### config.mk
export PLATFORM = sky130hd
export DESIGN_NAME = timer_seg_display
export DESIGN_NICKNAME = d
export VERILOG_FILES = /design/src/rtl/timer_seg_display.sv
export SDC_FILE = /design/constraint.sdc
export NUM_CORES = 1
export LEC_CHECK = 0
export BUFFER_PORTS_ARGS = -buffer_cell sky130_fd_sc_hd__buf_2
export CAP_MARGIN = 40
export CORE_UTILIZATION = 40
export DETAILED_ROUTE_END_ITERATION = 7
export SYNTH_ARGS = -nofsm -noshare
export SYNTH_HDL_FRONTEND = slang
export SYNTH_SLANG_ARGS = --single-unit
### constraint.sdc
create_clock -name clk -period 3.2 [get_ports clk]
set_input_delay 0.32 -clock clk [delete_from_list [all_inputs] [get_ports clk]]
set_output_delay 0.32 -clock clk [all_outputs]
set_load 0.01 [all_outputs]
### src/rtl/timer_seg_display.sv
// 2-digit multiplexed 7-seg driver for the countdown timer: dashes when idle, seconds while running,
// "00" flash with alarm after expiry. Optional buzzer output when TIMER_BEEP_EN is defined.
module timer_seg_display #(
  parameter int CLK_FREQ    = 100_000_000,
  parameter int SCAN_HZ     = 1000,
  parameter int BLINK_HZ    = 2,
  parameter int BLINK_COUNT = 3,
  parameter int BEEP_DIV    = 25_000
) (
  input  logic       clk,
  input  logic       rst_n,
  input  logic       timer_active,
  input  logic [3:0] time_left,
  input  logic       timer_done,
  output logic [6:0] seg,
  output logic [1:0] an,
  output logic       alarm
`ifdef TIMER_BEEP_EN
  ,
  output logic       beep
`endif
);

  localparam int SCAN_DIV  = CLK_FREQ / SCAN_HZ;
  localparam int BLINK_DIV = CLK_FREQ / (2 * BLINK_HZ);
  localparam int HALVES    = 2 * BLINK_COUNT;
  localparam int SCAN_W    = (SCAN_DIV > 1) ? $clog2(SCAN_DIV) : 1;
  localparam int HALF_W    = (BLINK_DIV > 1) ? $clog2(BLINK_DIV) : 1;
  localparam int BLNK_W    = (HALVES > 1) ? $clog2(HALVES) : 1;

  typedef enum logic [1:0] {IDLE, SHOW, BLINK} state_t;

  function automatic logic [6:0] dec(input logic [3:0] d);
    case (d)
      4'd0:    dec = 7'h3F;
      4'd1:    dec = 7'h06;
      4'd2:    dec = 7'h5B;
      4'd3:    dec = 7'h4F;
      4'd4:    dec = 7'h66;
      4'd5:    dec = 7'h6D;
      4'd6:    dec = 7'h7D;
      4'd7:    dec = 7'h07;
      4'd8:    dec = 7'h7F;
      4'd9:    dec = 7'h6F;
      default: dec = 7'h00;
    endcase
  endfunction

  logic              active_r, done_r;
  logic [3:0]        time_r;
  logic [SCAN_W-1:0] scan_cnt, nxt_scan;
  logic              sel, nxt_sel, scan_wrap;
  state_t            state, nxt_state;
  logic              phase_off, nxt_off;
  logic [HALF_W-1:0] half_cnt, nxt_half;
  logic [BLNK_W-1:0] blink_cnt, nxt_blink;
  logic [6:0]        nxt_seg;
  logic              tens;
  logic [3:0]        ones;

  // Next state and outputs are computed together so outputs land one cycle after the input register.
  always_comb begin
    scan_wrap = (scan_cnt == SCAN_W'(SCAN_DIV - 1));
    nxt_scan  = scan_wrap ? '0 : scan_cnt + 1'b1;
    nxt_sel   = sel ^ scan_wrap;
    nxt_state = state;
    nxt_off   = phase_off;
    nxt_half  = half_cnt;
    nxt_blink = blink_cnt;
    if (done_r) begin
      nxt_state = BLINK;
      nxt_off   = 1'b0;
      nxt_half  = '0;
      nxt_blink = '0;
    end else begin
      case (state)
        IDLE: if (active_r) nxt_state = SHOW;
        SHOW: if (!active_r) nxt_state = IDLE;
        BLINK: begin
          if (half_cnt == HALF_W'(BLINK_DIV - 1)) begin
            nxt_half = '0;
            if (blink_cnt == BLNK_W'(HALVES - 1)) begin
              nxt_state = active_r ? SHOW : IDLE;
              nxt_blink = '0;
              nxt_off   = 1'b0;
            end else begin
              nxt_blink = blink_cnt + 1'b1;
              nxt_off   = ~phase_off;
            end
          end else begin
            nxt_half = half_cnt + 1'b1;
          end
        end
        default: nxt_state = IDLE;
      endcase
    end

    tens = (time_r >= 4'd10);
    ones = tens ? time_r - 4'd10 : time_r;
    case (nxt_state)
      SHOW:    nxt_seg = nxt_sel ? (tens ? 7'h06 : 7'h00) : dec(ones);
      BLINK:   nxt_seg = nxt_off ? 7'h00 : 7'h3F;
      default: nxt_seg = 7'h40;
    endcase
  end

`ifdef TIMER_BEEP_EN
  localparam int BEEP_W = (BEEP_DIV > 1) ? $clog2(BEEP_DIV) : 1;
  logic [BEEP_W-1:0] beep_cnt, nxt_beep_cnt;
  logic              nxt_beep, beep_restart;

  // Counter restarts on any fresh ON phase, including a flash restart mid-ON.
  always_comb begin
    beep_restart = done_r || (state != BLINK) || phase_off;
    nxt_beep_cnt = '0;
    nxt_beep     = 1'b0;
    if (nxt_state == BLINK && !nxt_off && !beep_restart) begin
      if (beep_cnt == BEEP_W'(BEEP_DIV - 1)) begin
        nxt_beep = ~beep;
      end else begin
        nxt_beep_cnt = beep_cnt + 1'b1;
        nxt_beep     = beep;
      end
    end
  end

  always_ff @(posedge clk or negedge rst_n) begin
    if (!rst_n) begin
      beep_cnt <= '0;
      beep     <= 1'b0;
    end else begin
      beep_cnt <= nxt_beep_cnt;
      beep     <= nxt_beep;
    end
  end
`endif

  always_ff @(posedge clk or negedge rst_n) begin
    if (!rst_n) begin
      active_r  <= 1'b0;
      done_r    <= 1'b0;
      time_r    <= '0;
      scan_cnt  <= '0;
      sel       <= 1'b0;
      state     <= IDLE;
      phase_off <= 1'b0;
      half_cnt  <= '0;
      blink_cnt <= '0;
      seg       <= '0;
      an        <= 2'b00;
      alarm     <= 1'b0;
    end else begin
      active_r  <= timer_active;
      done_r    <= timer_done;
      time_r    <= time_left;
      scan_cnt  <= nxt_scan;
      sel       <= nxt_sel;
      state     <= nxt_state;
      phase_off <= nxt_off;
      half_cnt  <= nxt_half;
      blink_cnt <= nxt_blink;
      seg       <= nxt_seg;
      an        <= nxt_sel ? 2'b10 : 2'b01;
      alarm     <= (nxt_state == BLINK);
    end
  end

endmodule

---- After elaboration in Yosys (flattened, before gate mapping) ----
Memory sizes are Yosys's and may differ from the RTL's.
Cells that the tools add are included.
Widths: inputs -> output; s select.
cells by class
  shifts and indexed selects .............. 0
  bitwise logic cells ..................... 2
  add/sub/neg operators ................... 4
  reductions and logical operators ........ 4
  equality and inequality tests ........... 7
  muxes and demuxes ....................... 25
  multiply operators ...................... 0
  div/mod/pow operators ................... 0
  order comparisons ....................... 1
operators by type and width
  cell                   count
  $mux 25                3
  $add 25x1->25 const B  1
  $eq 25x25->1 const B   1
  $add 17x1->17 const B  1
  $eq 17x17->1 const B   1
  $mux 17                1
  $mux 3                 5
  $pmux 7 s2             1
  $mux 2                 6
  $mux 7                 1
  $mux 6                 1
  $pmux 2 s3             1
  $mux 1                 5
  $eq 2x1->1 const B     2
  $eq 2x2->1 const B     2
  $ge 4x4->1 const B     1
  $mux 4                 1
  $reduce_bool 2->1      2
  $sub 4x4->4 const B    1
  $add 3x1->3 const B    1
  $eq 3x3->1 const B     1
  $logic_not 2->1        1
  $reduce_and 2->1       1
  $not 1->1              1
  $xor 1x1->1            1
word-level totals
  input port bits ......................... 8
  word-level logic and storage cells ...... 56
  register bits after elaboration ......... 65
  memories kept ........................... 1
  latch bits .............................. 0
  memory bits (writable) .................. 0
  memory bits (read-only) ................. 112
memory list
  memory            depth  width  read ports  clocked after Yosys merged registers in  write ports  RTL line  text
  (name not given)  16     7      1           0                                        0            34        case (d)

---- Depth between registers and ports, before layout ----
  depth after elaboration ................. 7
  depth in mapped cells ................... 11
  mapped depth without buffers ............ 11

---- Least setup slack after synthesis ----
OpenSTA, ideal clock, no wires.
  path kind ............................... flip-flop to flip-flop
  start ................................... register half_cnt[6]
  end ..................................... register seg[0]
  path buffers ............................ 0
  arrival time ............................ 2.474 ns
  stages on the path, launching flop included .. 11
  path slack .............................. 0.649 ns
  required time ........................... 3.122 ns
  path through ............................ dfrtp_1 nor4_2 nand3_1 or3_4 o31ai_2 and3_1 ha_1 inv_1 a31oi_1 o211ai_1 a21oi_1
on the way
  cells in the longest elaborated chain, start to end .. 6
  elaborated cells between the ends (all ways) .. 11
RTL lines
  element                                          RTL line  text
  start, declared                                  55        logic [HALF_W-1:0] half_cnt, nxt_half;
  start signal, assigned                           160       half_cnt <= nxt_half;
  $eq 25x25->1 *                                   80        if (half_cnt == HALF_W'(BLINK_DIV - 1)) begin
  $mux 2 *                                         80
  $pmux 2 s3 *                                     76        case (state)
  $mux 2 *                                         70        if (done_r) begin
  via nxt_state[0]                                 53        state_t state, nxt_state;
  $eq 2x2->1 / $eq 2x1->1 (equally long branches)  100       case (nxt_state)
  $pmux 7 s2 *                                     100
  via nxt_seg[0]                                   57        logic [6:0] nxt_seg;
  end signal, assigned                             162       seg <= nxt_seg;
  end, declared                                    15        output logic [6:0] seg,
Mark *: on every way through the listed nets, which the timed path passes. The rest lies on a longest branch.
A chain may end at the register's enable or synchronous reset.

---- Worst setup path after layout ----
  start ................................... register half_cnt[6]
  end ..................................... register seg[3]
Same word-level chain as after synthesis.

==> impl_results.md <==
- Status: completed
- Count of hold buffers inserted by post-cts repair: 1
- Initial antenna violation count: 0
- Delay-heaviest family, CP: simple AND/OR/NAND/NOR gates
- Period utilization: 90.0%
- Overall Global Routing Usage: 16.6%
- Synth top area cells: dfrtp_1 47%, xnor2_1 4.9%, nor2_1 4.3%
- Die area: 0.00895 sq mm
- Final setup TNS: 0 ps
- TritonRoute pass-1 iters: 4
- R2r worst-path depth: 10
- Number of flops mapped to enable cells by yosys: 0
- CP max-delay cell: dfrtp_1
- Core area: 0.00826 sq mm
- Vias per cell: 5.34
- Pwr dens: 401 mW/mm^2
- Minimum clock period: 2880 ps
- Hold Path Depth: 1
- Total power: 1530 uW
- Seq/Total Area, Yosys: 46.7%
- Worst-Margin Slew: 540 ps
- Syn Std Cell Area: 0.00343 sq mm
- Hold-critical path endpoint: time_r[3]$_DFF_PN0_
- Cell Chain, Critical Path: nor4_2 -> nand3_1 -> or3_4 -> o31ai_2 -> and3_1 -> ha_1 -> inv_1 -> a31oi_1 -> o211ai_1 -> a21oi_1
- Final WL: 6600 microns
- Die Y: 94.6 microns
- Layout Cells excl Fill: 474
- Clk slew on worst S/H paths: 70 ps
- Post-synth top area share: 46.7%
- Largest net degree at the start of global routing: 30
- Mean Syn Cell Area: 10.1 sq um
- CTS max path bufs: 2
- Drt wl/cell: 13.9 microns
- Number of routed nets with antenna violations: 0
- # rows: 33
- I/O Pins: 18
- Root Driver: clkbuf_8
- Maximum VDD drop: 176 uV
- Yosys cell types: 57
- Layout cells sized above 1: 15.7%
- Achievable clock frequency: 0.347 GHz
- Synth Instances: 340
- Crit path kind: reg2reg
- # clock sinks: 64
- Critical Path Start: half_cnt[6]$_DFFE_PN0P_
- Crit end category: flop
- Global-route wire length before repair: 11,400 microns
- RSZ-0062 raised after global routing: false
- PostCTS Resize Cnt: 0
- Largest stage delay, worst path: 440 ps
- Hold path startpoint: time_left[3]
- Yosys reg bits: 64
- HP Class: in2reg
- Gpl congestion: 0.915
- Synthesized net count: 358
- DP Cell Count: 457
- Grt total ovfl: 0
- Count leader, synth: dfrtp_1
- Dominant synthesized flop cell: dfrtp_1
- Asr flop ratio synth: 100%
- Setup violators final: 0
- Max-cap check violation count: 0
- DP HPWL: 4760 microns
- Ant. Diodes: 0
- Die width: 94.6 microns
- Crit path required time: 3470 ps
- CP arrival: 3150 ps
- CP startpoint kind: flop
- RR Endpoint: seg[3]$_DFF_PN0_
- Nets@finish: 382
- Reg2Reg Setup Slack: 320 ps
- Vias in the first global route: 2,418
- Leak: 0.00158 uW
- Synth cell count leaders: 64 x dfrtp_1, 39 x nor2_1, 27 x nand2_1
- Worst skew pair latency: 340 ps
- Crit path buf inv count: 1
- Top cell type by total area after synthesis: dfrtp_1
- Setup Skew: 7.68 ps
- Number of remaining DRC errors: 0
- Post-CTS Setup Inserts: 0
- Inserted Clock Buffers: 9
- Initial DRC count: 147
- Area Overhead vs Synth: 11.3%
- CTS tree: done
- Initial Utilization: 41.5%
- Vias: 2,531
- Yosys warning total: 0
- RR Startpoint: half_cnt[6]$_DFFE_PN0P_
- Final Hold Viols: 0
- Final-report max-slew violation count: 0
- IO Port Bufs: 17
- Worst slew margin: 63.7%
- CP Max Fanout: 5
- H-Tree Depth: 3
[cell type report]
cell class / instances / area, sq um
Fill cell: 794 / 4440
Multi-Input combinational cell: 255 / 1740
Sequential cell: 64 / 1600
Clock buffer: 10 / 138
Tap cell: 105 / 131
Timing Repair Buffer: 22 / 123
Inverter: 12 / 45.0
Clock inverter: 6 / 43.8
[cell usage in the layout, fill, tap and decap left out, types with 4 or more instances in the layout]
master / instances
xnor2_1: 19
dfrtp_1: 64
and2_1: 6
nor2_1: 39
nand2_1: 27
a21oi_1: 12
ha_1: 10
clkbuf_8: 10
xor2_1: 15
nand4_1: 10
and4_1: 6
nor4b_1: 4
and3_1: 7
clkinvlp_4: 4
inv_1: 11
o21ai_0: 14
nor4_2: 6
nand3_1: 19
nor3_1: 6
buf_2: 18
nor2b_1: 5
[metal layers]
layer / GRT usage, % / routed length (microns) / part of all wire [%]
met5: 0 / 0 / 0
met2: 24.8 / 3040 / 46
met4: 6.94 / 112 / 1.7
met3: 4.67 / 226 / 3.4
met1: 22.4 / 3230 / 49
[power by group]
group          internal (uW)  total, uW  switching [uW]  leakage (uW)
clock network            303        628             325     0.0000809
logic                   26.3       77.1            50.8      0.000687
registers                816        825            9.50      0.000816
total                   1140       1530             386       0.00158
[sequential cells by signal, indices dropped and copies added (netlist names), 2 cells and up]
register	cells
state	2
blink_cnt	3
scan_cnt	17
an	2
seg	7
time_r	4
half_cnt	25
[per-stage QoR]
stage	area, sq um	hold slack [ps]	worst slack, ps	util, %
CTS	3820	59.9	343	46.3
finish	3820	76.5	320	46.3
global route	3820	56.5	27.6	46.3
detailed placement	3630	227	379	43.9
global placement	3620	226	453	43.9
floorplan	3430	24.4	649	-
[worst max-delay path by stage]
stage                        to  cells past startpoint  slack, ps
4_1_cts        seg[0]$_DFF_PN0_                     10        340
6_report       seg[3]$_DFF_PN0_                     10        320
3_5_place_dp   seg[0]$_DFF_PN0_                     10        380
2_1_floorplan  seg[0]$_DFF_PN0_                     10        650
5_1_grt        seg[0]$_DFF_PN0_                     10         30
3_3_place_gp   seg[3]$_DFF_PN0_                     10        450
[kinds of logic (layout without fill, tap and decap cells)]
logic type,count (synthesis),count (layout),share of synthesized area [%]
AOI/OAI and AO/OA,50,50,10.1
adders and majority gates,10,10,3.65
xor gates and xnor gates,35,35,9.15
DFF,64,64,46.7
and+or+nand+nor,159,159,27.4
buffers and inverters,21,50,2.66
muxes,1,1,0.328
Note: power is estimated with default switching activity, not from simulation.
